`src/rtl/led_pattern_gen.sv`:
```
// LED pattern generator: debounced mode/hold buttons select COUNT, SCAN or
// BREATHE patterns stepped by a prescaled tick.

module led_btn_debounce #(
    parameter int CYCLES = 1
) (
    input  logic i_clk,
    input  logic i_rst_n,
    input  logic i_btn,
    output logic o_level
);
    localparam int CW = $clog2(CYCLES + 1);
    localparam logic [CW-1:0] RUN_LAST = CW'(CYCLES - 1);

    logic [1:0]    sync;
    logic [CW-1:0] run;

    // run counts consecutive cycles where the synchronised level disagrees
    always_ff @(posedge i_clk or negedge i_rst_n) begin
        if (!i_rst_n) begin
            sync    <= '0;
            run     <= '0;
            o_level <= 1'b0;
        end else begin
            sync <= {sync[0], i_btn};
            if (sync[1] == o_level) begin
                run <= '0;
            end else if (run == RUN_LAST) begin
                o_level <= sync[1];
                run     <= '0;
            end else begin
                run <= run + 1'b1;
            end
        end
    end
endmodule

// state        | meaning
// MODE_COUNT   | binary counter on the LEDs
// MODE_SCAN    | single lit LED bouncing between the ends
// MODE_BREATHE | all LEDs PWM-dimmed, duty ramping up and down
// MODE_ILLEGAL | unreachable; recovers to MODE_COUNT next cycle
module led_pattern_gen #(
    parameter int NUM_LEDS        = 8,
    parameter int TICK_DIV        = 262144,
    parameter int DEBOUNCE_CYCLES = 250000,
    parameter int PWM_BITS        = 8
) (
    input  logic                i_clk,
    input  logic                i_rst_n,
    input  logic                i_btn_mode,
    input  logic                i_btn_hold,
    output logic [NUM_LEDS-1:0] o_led,
    output logic [1:0]          o_mode,
    output logic                o_tick
);
    localparam int PRE_W = $clog2(TICK_DIV);
    localparam int IDX_W = $clog2(NUM_LEDS);
    localparam logic [PRE_W-1:0]    PRE_LAST = PRE_W'(TICK_DIV - 1);
    localparam logic [IDX_W-1:0]    IDX_LAST = IDX_W'(NUM_LEDS - 1);
    localparam logic [PWM_BITS-1:0] DUTY_MAX = '1;

    typedef enum logic [1:0] {
        MODE_COUNT   = 2'd0,
        MODE_SCAN    = 2'd1,
        MODE_BREATHE = 2'd2,
        MODE_ILLEGAL = 2'd3
    } mode_t;

    mode_t               mode;
    logic                mode_lvl;
    logic                hold_lvl;
    logic                mode_prev;
    logic                press;
    logic                tick;
    logic [PRE_W-1:0]    presc;
    logic [NUM_LEDS-1:0] count;
    logic [IDX_W-1:0]    scan_idx;
    logic                scan_down;
    logic [PWM_BITS-1:0] pwm_ctr;
    logic [PWM_BITS-1:0] duty;
    logic                duty_down;
    logic [NUM_LEDS-1:0] led_next;

    led_btn_debounce #(.CYCLES(DEBOUNCE_CYCLES)) u_deb_mode (
        .i_clk   (i_clk),
        .i_rst_n (i_rst_n),
        .i_btn   (i_btn_mode),
        .o_level (mode_lvl)
    );

    led_btn_debounce #(.CYCLES(DEBOUNCE_CYCLES)) u_deb_hold (
        .i_clk   (i_clk),
        .i_rst_n (i_rst_n),
        .i_btn   (i_btn_hold),
        .o_level (hold_lvl)
    );

    assign press  = mode_lvl & ~mode_prev;
    assign tick   = (presc == PRE_LAST) && !hold_lvl;
    assign o_tick = tick;
    assign o_mode = mode;

    always_comb begin
        led_next = '0;
        case (mode)
            MODE_COUNT:   led_next = count;
            MODE_SCAN:    led_next = {{(NUM_LEDS-1){1'b0}}, 1'b1} << scan_idx;
            MODE_BREATHE: led_next = {NUM_LEDS{pwm_ctr < duty}};
            default:      led_next = '0;
        endcase
    end

    always_ff @(posedge i_clk or negedge i_rst_n) begin
        if (!i_rst_n) begin
            mode      <= MODE_COUNT;
            mode_prev <= 1'b0;
            presc     <= '0;
            count     <= '0;
            scan_idx  <= '0;
            scan_down <= 1'b0;
            pwm_ctr   <= '0;
            duty      <= '0;
            duty_down <= 1'b0;
            o_led     <= '0;
        end else begin
            o_led     <= led_next;
            mode_prev <= mode_lvl;
            pwm_ctr   <= pwm_ctr + 1'b1;
            // a mode change overrides any tick landing in the same cycle
            if (press || mode == MODE_ILLEGAL) begin
                case (mode)
                    MODE_COUNT: mode <= MODE_SCAN;
                    MODE_SCAN:  mode <= MODE_BREATHE;
                    default:    mode <= MODE_COUNT;
                endcase
                presc     <= '0;
                count     <= '0;
                scan_idx  <= '0;
                scan_down <= 1'b0;
                duty      <= '0;
                duty_down <= 1'b0;
            end else if (!hold_lvl) begin
                presc <= (presc == PRE_LAST) ? '0 : presc + 1'b1;
                if (tick) begin
                    count <= count + 1'b1;
                    if (!scan_down) begin
                        if (scan_idx == IDX_LAST) begin
                            scan_idx  <= scan_idx - 1'b1;
                            scan_down <= 1'b1;
                        end else begin
                            scan_idx <= scan_idx + 1'b1;
                        end
                    end else if (scan_idx == '0) begin
                        scan_idx  <= IDX_W'(1);
                        scan_down <= 1'b0;
                    end else begin
                        scan_idx <= scan_idx - 1'b1;
                    end
                    if (!duty_down) begin
                        if (duty == DUTY_MAX) begin
                            duty      <= duty - 1'b1;
                            duty_down <= 1'b1;
                        end else begin
                            duty <= duty + 1'b1;
                        end
                    end else if (duty == '0) begin
                        duty      <= PWM_BITS'(1);
                        duty_down <= 1'b0;
                    end else begin
                        duty <= duty - 1'b1;
                    end
                end
            end
        end
    end
endmodule

```
`config.mk`:
```
export PLATFORM = sky130hd
export DESIGN_NAME = led_pattern_gen
export DESIGN_NICKNAME = d
export VERILOG_FILES = /design/src/rtl/led_pattern_gen.sv
export SDC_FILE = /design/constraint.sdc
export NUM_CORES = 1
export LEC_CHECK = 0
export BUFFER_PORTS_ARGS = -buffer_cell sky130_fd_sc_hd__buf_4
export CORE_MARGIN = 2
export CORE_UTILIZATION = 35
export DETAILED_ROUTE_END_ITERATION = 7
export SETUP_SLACK_MARGIN = 0.3
export SLEW_MARGIN = 20
export SYNTH_ARGS = -nofsm -noshare
export SYNTH_HDL_FRONTEND = slang
export SYNTH_SLANG_ARGS = --single-unit
```
`constraint.sdc`:
```
create_clock -name i_clk -period 4.46 [get_ports i_clk]
set_input_delay 0.446 -clock i_clk [delete_from_list [all_inputs] [get_ports i_clk]]
set_output_delay 0.446 -clock i_clk [all_outputs]
set_load 0.01 [all_outputs]
```
==> results.ini <==
[outcome]
status=finished clean

[power]
p_int_mw=1.444
switching_share_pct=20.26
share_comb_of_total_power_pct=1.9
powerDensity_nw_per_um2=308.0
clkPwrFrac_pct=47.5
p_sw_mw=0.3669
seqPwrFrac_pct=50.7
p_leak_nw=2.566
ir_worst_vdd_mv=0.1369

[finish]
final_nets=572
areaGrowthSynthToFinish_pct=11.51
final_cells=733
utilization_pct=40.16
antennaDiodeCount=0
drive_above_1_share_pct=8.743

[grt]
grt_antenna_before_repair=0
grt_remaining_overflow=0
grt_max_degree=70
grt_pass1_vias=3816
grtUsageTotal_pct=14.02
grt_pass1_wl_mm=18.47

[synthesis]
synth_warnings=0
synth_largest_area_cell=dfrtp_1
ys_seq_area_share_pct=47.45
ys_ff_latch=100
synthTopCellsByArea=dfrtp_1, xnor2_1, ha_1, nor2_1, xor2_1
ys.flop_type=dfrtp_1
synth_cell_types=57
async_flop_share_pct=100.0
postSynthCellCount=535
synth_top_area_share_pct=47.45
syn_area_per_cell_um2=9.858
syn-num-nets=563
syn_area_um2=5274
synth_edf_count=0

[setup_path]
end_kind=output pin
worst-path-stages=6
cp_top_family=simple AND/OR/NAND/NOR gates
r2r-end=presc[13]
max_stage_delay_ns=0.45
cpMaxStageDelayCell=dfrtp_1
path_max_fanout=25
required_ns=4.01
crit_buf_inv=2
crit_path_cell_trace=ha_1, nand4b_4, nor3_4, nand2_4, clkinv_1, buf_4
crit_arrival_ns=2.23
rr_startpoint=o_mode[0]
reg2reg_slack_ns=2.05
ff2ff_path_depth=5
crit_type=reg -> out
crit_path_start_kind=register

[floorplan]
die-height_um=126.8
die_area_um2=16070
io_pins=15
core_area_um2=14640
rows=44
dieWidth_um=126.8
start_util_pct=36.01

[timing]
setup_viol=0
rsz0062_at_grt=false
final_hold_viol_count=0
worst_pin_slew_ns=0.8556
slew-limit-headroom_pct=42.96
skew_ns=0.009281
drv_slew=0
timing.final.crit_share_pct=59.95
fmax_mhz=374.0
finalCriticalPeriod_ns=2.674
setup-tns-final_ns=0

[clocking]
worstSkewPairLatency_ns=0.35
cts_buffers=9
clkSlewWorstSetupHoldPaths_ns=0.07
tritoncts=done
htreeDepth=3
cts_setup_buffers=0
cts-root-buf=clkbuf_16
clk_path_buf_depth=2
holdBufCountCts=0
cts.sinks=100
cts.repair.resized=0

[routing]
drc_errors=0
drtIter0Drc=201
routedLengthMet1_mm=5.125
vias=3863
routed.top_layer=met4
wl_met3_um=223
wl_per_cell_um=14.17
first_pass_iters=4
wl_mm=10.38
via_per_inst=5.270
antenna_left=0
met2_length_mm=4.943

[hold_path]
hold_class=in -> async

[place]
io_buffers=14
place_hpwl_mm=7.185
place_inst=717
finalWeightedCongestion=0.8493

[run]
cap_violations=0

-- routing by layer --
layer  GRT usage, %  vias up
met5              0        -
met4          4.848        0
met3          2.657        7
met2          22.64       34
met1          19.01     1900
li1               -     1922
-- cell usage in the layout (no fill, tap or decap), types with 10 or more instances in the layout --
master,synthesis,final
inv_1,25,25
nor3_1,16,16
and3_1,10,10
o21ai_0,10,10
nand3_1,33,33
dfrtp_1,100,100
nand2_1,43,43
xor2_1,19,19
ha_1,24,24
xnor2_1,36,36
nor2_1,67,67
nand4_1,16,16
o221ai_1,10,10
nor4_1,13,13
buf_4,1,15
-- area by class of cell --
| class | instances | area (um^2) |
|---|---|---|
| timing repair buffer | 15 | 112.6 |
| clock buffer | 11 | 252.7 |
| sequential | 100 | 2502 |
| tap | 184 | 230.2 |
| fill | 1463 | 8763 |
| inverter | 26 | 97.59 |
| clock inverter | 5 | 82.58 |
| multi-input combinational | 392 | 2603 |
-- flip-flops by register name (all words and copies together) (netlist names), 3 cells and up --
| register | flops |
|---|---|
| scan_idx | 3 |
| u_deb_mode.run | 18 |
| o_led | 8 |
| u_deb_hold.run | 18 |
| pwm_ctr | 8 |
| count | 8 |
| duty | 8 |
| presc | 18 |
-- cell families after synthesis --
family	after synthesis	synth area share [%]
DFF	100	47.45
AOI/OAI and AO/OA	69	9.300
adders and majority gates	24	5.694
muxes	8	1.590
and+or+nand+nor	236	23.63
xor gates and xnor gates	55	9.134
buffers and inverters	43	3.203
-- worst max path at each step --
stage,end,startpoint
floorplan,duty[3],presc[0]
global placement,presc[13],o_mode[0]
detailed placement,presc[13],o_mode[0]
CTS,o_tick,presc[0]
global route,o_tick,presc[0]
finish,o_tick,presc[0]
-- power by group through the flow --
stage               Clock (mW)  Combinational, mW  Sequential, mW
floorplan                    0             0.0135           0.934
global placement             0             0.0352           0.935
detailed placement           0             0.0359           0.935
CTS                      0.889             0.0360           0.917
global route             0.926             0.0410           0.918
finish                   0.860             0.0337           0.918
-- cells in the mapped netlist, types with 4 or more instances --
cell type / number
nand3_1: 33
ha_1: 24
o21ai_0: 10
or2_2: 5
nor4_1: 13
a31oi_1: 8
nor2_1: 67
nand4_1: 16
dfrtp_1: 100
or4_1: 4
xnor2_1: 36
nand2_1: 43
nor2b_1: 5
o221ai_1: 10
a21oi_1: 7
inv_1: 25
a211oi_1: 9
o31ai_1: 5
clkbuf_1: 11
xor2_1: 19
and3_1: 10
mux2i_1: 5
nor3_1: 16
-- stage by stage --
| step | total power [mW] | cell area (um^2) | setup WS, ns | hold slack [ns] |
|---|---|---|---|---|
| after CTS | 1.843 | 5881 | 1.765 | 0.1891 |
| after global routing | 1.884 | 5881 | 1.616 | 0.1909 |
| after detailed placement | 0.9710 | 5545 | 2.025 | 0.3470 |
| final | 1.811 | 5881 | 1.786 | 0.1832 |
| after global placement | 0.9703 | 5545 | 2.112 | 0.3462 |
| after floorplan | 0.9480 | 5274 | 2.627 | 0.1504 |
(Power assumes the default switching activity.)
